$ cat src/rtl/maxpool2x2_stream.sv
// maxpool2x2_stream
//   Streaming 2x2 / stride-2 signed max-pooling over a raster-ordered feature
//   map of IMG_W x IMG_H pixels, ARR_INPUTS lanes of DATA_WIDTH bits each.
//   Emits one pooled pixel per window: (IMG_W/2) x (IMG_H/2) outputs/frame.
//
// Ports
//   clk        rising-edge clock
//   rst_n      asynchronous active-low reset
//   in_valid   in_data holds a valid pixel
//   in_ready   block accepts in_data this cycle (= !out_valid || out_ready)
//   in_data    packed pixel, lane k at [k*DATA_WIDTH +: DATA_WIDTH]
//   out_valid  out_data holds a pooled pixel
//   out_ready  downstream accepts out_data
//   out_data   pooled pixel, same packing as in_data
//   out_last   marks the final pooled pixel of the frame
module maxpool2x2_stream #(
  parameter int unsigned DATA_WIDTH = 16,
  parameter int unsigned ARR_INPUTS = 16,
  parameter int unsigned IMG_W      = 8,
  parameter int unsigned IMG_H      = 8
) (
  input  logic                             clk,
  input  logic                             rst_n,
  input  logic                             in_valid,
  output logic                             in_ready,
  input  logic [DATA_WIDTH*ARR_INPUTS-1:0] in_data,
  output logic                             out_valid,
  input  logic                             out_ready,
  output logic [DATA_WIDTH*ARR_INPUTS-1:0] out_data,
  output logic                             out_last
);

  localparam int unsigned PW       = DATA_WIDTH * ARR_INPUTS;
  localparam int unsigned COL_W    = (IMG_W > 1) ? $clog2(IMG_W) : 1;
  localparam int unsigned ROW_W    = (IMG_H > 1) ? $clog2(IMG_H) : 1;
  localparam int unsigned LB_DEPTH = IMG_W / 2;
  localparam int unsigned LB_AW    = (LB_DEPTH > 1) ? $clog2(LB_DEPTH) : 1;

  typedef enum logic {
    ROW_EVEN = 1'b0,
    ROW_ODD  = 1'b1
  } row_state_e;

  row_state_e       state_q, state_d;
  logic [COL_W-1:0] col_q, col_d;
  logic [ROW_W-1:0] row_q, row_d;
  logic [PW-1:0]    pa_q, pa_d;
  logic             out_valid_q, out_valid_d;
  logic [PW-1:0]    out_data_q, out_data_d;
  logic             out_last_q, out_last_d;

  // Half-row buffer of horizontal pair maxima from the even row.
  logic [PW-1:0]    lb_q [LB_DEPTH];
  logic [LB_AW-1:0] lb_idx;
  logic             lb_we;

  logic [PW-1:0]    h_max;
  logic [PW-1:0]    win_max;
  logic             in_fire;
  logic             col_end;
  logic             row_end;

  function automatic logic [DATA_WIDTH-1:0] smax(input logic [DATA_WIDTH-1:0] a,
                                                 input logic [DATA_WIDTH-1:0] b);
    return ($signed(a) > $signed(b)) ? a : b;
  endfunction

  assign in_ready  = !out_valid_q || out_ready;
  assign in_fire   = in_valid && in_ready;
  assign col_end   = (col_q == COL_W'(IMG_W - 1));
  assign row_end   = (row_q == ROW_W'(IMG_H - 1));
  assign lb_idx    = LB_AW'(col_q >> 1);

  assign out_valid = out_valid_q;
  assign out_data  = out_data_q;
  assign out_last  = out_last_q;

  always_comb begin
    h_max   = '0;
    win_max = '0;
    for (int unsigned k = 0; k < ARR_INPUTS; k++) begin
      h_max[k*DATA_WIDTH +: DATA_WIDTH]   = smax(pa_q[k*DATA_WIDTH +: DATA_WIDTH],
                                                 in_data[k*DATA_WIDTH +: DATA_WIDTH]);
      win_max[k*DATA_WIDTH +: DATA_WIDTH] = smax(lb_q[lb_idx][k*DATA_WIDTH +: DATA_WIDTH],
                                                 h_max[k*DATA_WIDTH +: DATA_WIDTH]);
    end
  end

  always_comb begin
    state_d     = state_q;
    col_d       = col_q;
    row_d       = row_q;
    pa_d        = pa_q;
    lb_we       = 1'b0;
    out_valid_d = out_valid_q;
    out_data_d  = out_data_q;
    out_last_d  = out_last_q;

    if (out_valid_q && out_ready) begin
      out_valid_d = 1'b0;
      out_last_d  = 1'b0;
    end

    if (in_fire) begin
      if (!col_q[0]) begin
        pa_d = in_data;
      end else if (state_q == ROW_EVEN) begin
        lb_we = 1'b1;
      end else begin
        // A completing window reloads the output even on the cycle the
        // previous result is being taken, keeping full throughput.
        out_valid_d = 1'b1;
        out_data_d  = win_max;
        out_last_d  = row_end && col_end;
      end

      if (col_end) begin
        col_d = '0;
        if (row_end) begin
          row_d   = '0;
          state_d = ROW_EVEN;
        end else begin
          row_d   = row_q + 1'b1;
          state_d = (state_q == ROW_EVEN) ? ROW_ODD : ROW_EVEN;
        end
      end else begin
        col_d = col_q + 1'b1;
      end
    end
  end

  always_ff @(posedge clk or negedge rst_n) begin
    if (!rst_n) begin
      state_q     <= ROW_EVEN;
      col_q       <= '0;
      row_q       <= '0;
      pa_q        <= '0;
      out_valid_q <= 1'b0;
      out_data_q  <= '0;
      out_last_q  <= 1'b0;
    end else begin
      state_q     <= state_d;
      col_q       <= col_d;
      row_q       <= row_d;
      pa_q        <= pa_d;
      out_valid_q <= out_valid_d;
      out_data_q  <= out_data_d;
      out_last_q  <= out_last_d;
    end
  end

  // Contents are rewritten every even row before being read, so no reset.
  always_ff @(posedge clk) begin
    if (lb_we) begin
      lb_q[lb_idx] <= h_max;
    end
  end

endmodule
$ cat config.mk
export PLATFORM = sky130hd
export DESIGN_NAME = maxpool2x2_stream
export DESIGN_NICKNAME = d
export VERILOG_FILES = /design/src/rtl/maxpool2x2_stream.sv
export SDC_FILE = /design/constraint.sdc
export NUM_CORES = 2
export LEC_CHECK = 0
export ABC_AREA = 0
export CORE_MARGIN = 1
export CORE_UTILIZATION = 35
export CTS_CLUSTER_DIAMETER = 200
export DETAILED_ROUTE_END_ITERATION = 7
export PLACE_DENSITY = 0.48
export SYNTH_ARGS = -nofsm -noshare
export SYNTH_HDL_FRONTEND = slang
export SYNTH_SLANG_ARGS = --single-unit
$ cat constraint.sdc
create_clock -name clk -period 29 [get_ports clk]
set_input_delay 2.9 -clock clk [delete_from_list [all_inputs] [get_ports clk]]
set_output_delay 2.9 -clock clk [all_outputs]
set_load 0.005 [all_outputs]
# Word-level counts from Yosys, hierarchy flattened
# Memory sizes are Yosys's and may differ from the RTL's.
# Cells that the tools add are included.
word_totals:
  register_bits: 521
  latchBits: 0
  word_cells: 101
  mem_bits_ro: 0
  out_inout_bits: 259
  ram_bits: 1024
  mem_count: 1
  input_bits: 260
mem_list:
  columns: ["memory", "depth", "width", "read_ports", "rd_clocked_by_memory_dff", "wr", "line_no", "rtl"]
  rows:
  - ["lb_q", 4, 256, 1, 0, 1, "53", "logic [PW-1:0] lb_q [LB_DEPTH];"]
op_classes:
  magnitude_cmp: 32
  shift: 0
  div: 0
  n_reduce_logical: 8
  mux: 48
  n_mul: 0
  n_bitwise: 1
  n_addsub: 2
  eq_ne: 2
ops:
  columns: ["operator", "count"]
  rows:
  - ["> comparator 16 bit", 32]
  - ["2-to-1 mux 16 bit", 32]
  - ["2-to-1 mux 1 bit", 14]
  - ["adder 3 x 1 -> 3 bit (second input constant)", 2]
  - ["equality test 3 bit (second input constant)", 2]
  - ["2-to-1 mux 3 bit", 2]
  - ["AND reduction 2 bit", 2]
  - ["logical AND 1 bit", 3]
  - ["AND reduction 3 bit", 1]
  - ["zero test 1 bit", 1]
  - ["logical OR 1 bit", 1]
  - ["NOT 1 bit", 1]

# Longest topological paths before layout
depth:
  ltp_word: 6
  ltp_mapped: 22
  ltp_nobuf: 18

# Worst setup path after synthesis
# No wires, ideal clock.
synth_timing:
  path_type: "input to register"
  startpoint: "input out_ready"
  endpoint: "memory lb_q[0][0] (netlist bit) (enable)"
  t_arrival_ps: 21973
  path_stages: 4
  required_time_ps: 27761
  setup_time_ps: 1239
  path_buffers: 0
  path_slack_ps: 5788
  cell_sequence: "nand2b_1 nand2_1 nor3b_1 nor3b_1"
synth_between:
  elab_chain_len: 5
synth_rtl:
  columns: ["item", "line_no", "rtl"]
  rows:
  - ["start: declaration", "28", "input logic out_ready,"]
  - ["logical OR 1 bit", "68", "assign in_ready = !out_valid_q || out_ready;"]
  - ["logical AND 1 bit", "69", "assign in_fire = in_valid && in_ready;"]
  - ["2-to-1 mux 1 bit", "104", "if (in_fire) begin"]
  - ["2-to-1 mux 1 bit", "154", "if (lb_we) begin"]
  - ["2-to-1 mux 1 bit (not written as such)", "155", "lb_q[lb_idx] <= h_max;"]
  - ["end: declaration", "53", null]
# No other way between the ends.

# Final worst setup path
layout_timing:
  startpoint: "input in_data[221]"
  endpoint: "register out_data_q[219], in the netlist out_data[219]"
layout_between:
  elab_chain_len: 4
layout_rtl:
  columns: ["item", "line_no", "rtl"]
  rows:
  - ["start: declaration", "26", "input logic [DATA_WIDTH*ARR_INPUTS-1:0] in_data,"]
  - ["> comparator 16 bit", "65", "return ($signed(a) > $signed(b)) ? a : b;"]
  - ["2-to-1 mux 16 bit", "65", null]
  - ["named net h_max[223]", "57", "logic [PW-1:0] h_max;"]
  - ["> comparator 16 bit", "65", null]
  - ["2-to-1 mux 16 bit", "65", null]
  - ["end signal: assignment", "147", "out_data_q <= out_data_d;"]
  - ["end: declaration", "49", "logic [PW-1:0] out_data_q, out_data_d;"]
# The timed path passes the listed nets, and every way through them passes these cells.
# A chain may end at the register's enable or synchronous reset.

==> out/qor.yml <==
die_width_microns: 460.9
finalSetupViolations: 0
start_util_pct: 35.21
hold_path_end: "out_data[7]"
globalplace.congestion: 0.8062
start_kind: "primary input"
grt_max_degree: 105
postRouteAntennaNets: 0
synth_top_area_cell: "edfxtp_1"
p_seq_share_pct: 33.4
cap_violations: 0
violations: "DRC"
total_power_mw: 10.58
required_ps: 29700
power_density_mw_per_mm2: 120.5
crit_type: "primary input to flip-flop"
run_status: "complete, but fails checks"
hpwl_microns: 133700
drc: 2
r2r-end: "out_data[129]"
drtIter0Drc: 2442
leakage_nw: 35.34
syn_inst: 5434
instances_no_fill: 8935
final_max_slew_viol_count: 0
p_int_mw: 6.540
drtPass1Iterations: 7
area_delta_synth_final_pct: 19.13
final_cell_mix: "edfxtp_1 (1024), nand2_1 (555), inv_1 (528), dfrtp_1 (519), clkdlybuf4s50_1 (517)"
htreeDepth: 4
clock_path_buffers: 3
cp_max_fo: 16
port_buffers: 518
switchingPower_mw: 4.041
antenna_found_initial: 24
layout_commonest_cell: "edfxtp_1"
min_period_ps: 8090
clkTransAtPathRegs_ps: 60
swShare_pct: 38.19
arrival_ps: 8790
fin_hold_ws_ps: 473.2
synth_area_sq_mm: 0.07371
synthTopCellsByArea: "edfxtp_1 (42%), dfrtp_1 (18%), ha_1 (8.8%)"
synth_seq_cells: 1545
rr_worst_depth: 13
grt_usage_pct: 18.55
grt_pass1_wl_microns: 296600
holdPathStages: 2
io_pins: 519
nNetsFinal: 6743
drive_gt1_share_pct: 12.97
cts_hold_buf: 0
synth_cell_types: 73
fin_tns_setup_ps: 0
dpl.cell_count: 8592
rows: 168
synth_edf_count: 1024
clock_latency_ps: 830
cts_tree: "yes"
crit_path_end_kind: "flip-flop"
cts_made_buffers: 178
wire_per_inst_microns: 22.00
yosysTopAreaCellShare_pct: 41.72
rrSetupSlack_ps: 22280
fmax_ghz: 0.1236
pwr-share-clk_pct: 20.9
routed_via_density: 5.028
vdd_ir_drop_max_mv: 0.06000
max_slew_margin_pct: 20.19
vias: 44930
clock-skew-final_ps: 32.04
clock-sinks: 1545
hp-class: "flip-flop to flip-flop"
ys.flop_type: "edfxtp_1"
post_cts.repair.setup_buffers: 0
syn_avg_cell_area_sq_um: 13.56
grt_pass1_vias: 46700
worstMarginPinSlew_ps: 1197
rsz0062_at_grt: "false"
coreArea_sq_mm: 0.2094
synth.net_count: 6210
hold_start: "out_data[7]"
die_area_sq_mm: 0.2124
combinationalPowerShare_pct: 45.7
hold_viol: 0
yosys_warnings: 0
root_buffer: "clkbuf_16"
async_flop_share_pct: 33.72
yosysSeqAreaShare_pct: 59.41
cts_resized: 0
grt_overflow: 0
finalCritPeriodShare_pct: 27.90
die_y_microns: 460.9
wl_microns: 196600
r2r_start: "col_q[1]"
==> cells in the mapped netlist (6+ instances only) <==
| master | number |
|---|---|
| buf_2 | 44 |
| o21ai_0 | 421 |
| o211ai_1 | 90 |
| nor3_1 | 9 |
| nor2b_1 | 36 |
| edfxtp_1 | 1024 |
| and3_1 | 22 |
| mux4_2 | 253 |
| or4_1 | 12 |
| buf_4 | 7 |
| a21oi_1 | 173 |
| nand4_1 | 113 |
| buf_1 | 17 |
| nand3_1 | 153 |
| o21a_1 | 11 |
| or3_1 | 40 |
| clkbuf_1 | 157 |
| a211oi_1 | 20 |
| o41ai_1 | 6 |
| nor4_1 | 8 |
| a21o_1 | 77 |
| inv_1 | 528 |
| ha_1 | 516 |
| nand2b_1 | 11 |
| mux2_2 | 183 |
| a221o_1 | 17 |
| a211o_1 | 6 |
| mux2i_1 | 231 |
| dfrtp_1 | 521 |
| nor2_1 | 64 |
| a2111oi_0 | 14 |
| nand2_1 | 555 |
==> per-layer routing <==
layer	track usage (%)	routed length, microns	vias to the layer above
li1	-	-	21390
met2	30.63	93740	736
met4	5.508	5345	8
met3	3.073	7304	283
met5	0	46	-
met1	24.96	90150	22510
==> layout make-up <==
type                            instances  area, sq um
Timing Repair Buffer                  585         5756
Clock buffer                          246         4851
Tap cell                             2805         3510
Inverter                              528         1982
Fill cell                           19470       121600
Clock inverter                         91        894.6
Antenna cell                            6        15.01
Sequential cell                      1545        43790
Multi-Input combinational cell       3129        27000
==> critical path, cell delays in order <==
cell and delay (ps):
clkdlybuf4s50_1 500, inv_1 70, ha_1 330, a21oi_1 150, nand2_1 60, a2111oi_0 760, nor4_1 120, o21ai_2 860
mux2_2 390, inv_1 60, ha_1 330, and4_1 230, nand4_1 190, a211oi_1 280, nor3_1 100, mux2i_1 120
nor2_1 460, buf_4 290, nor2_1 50, buf_4 240, a221o_1 310
==> kinds of logic (layout without fill, tap and decap cells) <==
kind of cell	after synthesis	in the layout	share of synthesized area, %
adders and majority gates	516	516	8.759
other	0	6	0
AOI/OAI and AO/OA	897	897	7.466
buffers and inverters	760	1450	4.062
DFF	1545	1545	59.41
muxes	673	673	13.78
and+or+nand+nor	1043	1043	6.527
==> sequential cells by signal, indices dropped and copies added, names as in the netlist <==
signal	cells
state_q	1
row_q	3
col_q	3
out_data	256
out_valid	1
lb_q	1024
pa_q	256
out_last	1
==> how the worst max path moves through the flow <==
stage	from	end	slack, ps	cells past startpoint
floorplan	out_ready	lb_q[0][0]	5790	4
global placement	in_data[221]	out_data[216]	20160	21
detailed placement	in_data[153]	out_data[148]	20110	19
CTS	in_data[221]	out_data[219]	21000	21
global route	in_data[221]	out_data[219]	20440	21
finish	in_data[221]	out_data[219]	20910	21
==> power groups by stage <==
stage | Sequential [mW] | Clock (mW) | Combinational (mW)
2_1_floorplan | 3.52 | 0 | 3.32
3_3_place_gp | 3.57 | 0 | 4.85
3_5_place_dp | 3.58 | 0 | 4.91
4_1_cts | 3.54 | 2.29 | 4.93
5_1_grt | 3.60 | 2.36 | 5.44
6_report | 3.54 | 2.21 | 4.83
==> per-stage QoR <==
step / worst slack, ps / area [sq um] / util, %
after global routing: 20440 / 87810 / 41.94
after floorplan: 5788 / 73710 / -
after CTS: 21000 / 87790 / 41.93
final: 20910 / 87810 / 41.94
after detailed placement: 20110 / 82040 / 39.19
after global placement: 20160 / 82040 / 39.19
(Power assumes the default switching activity.)
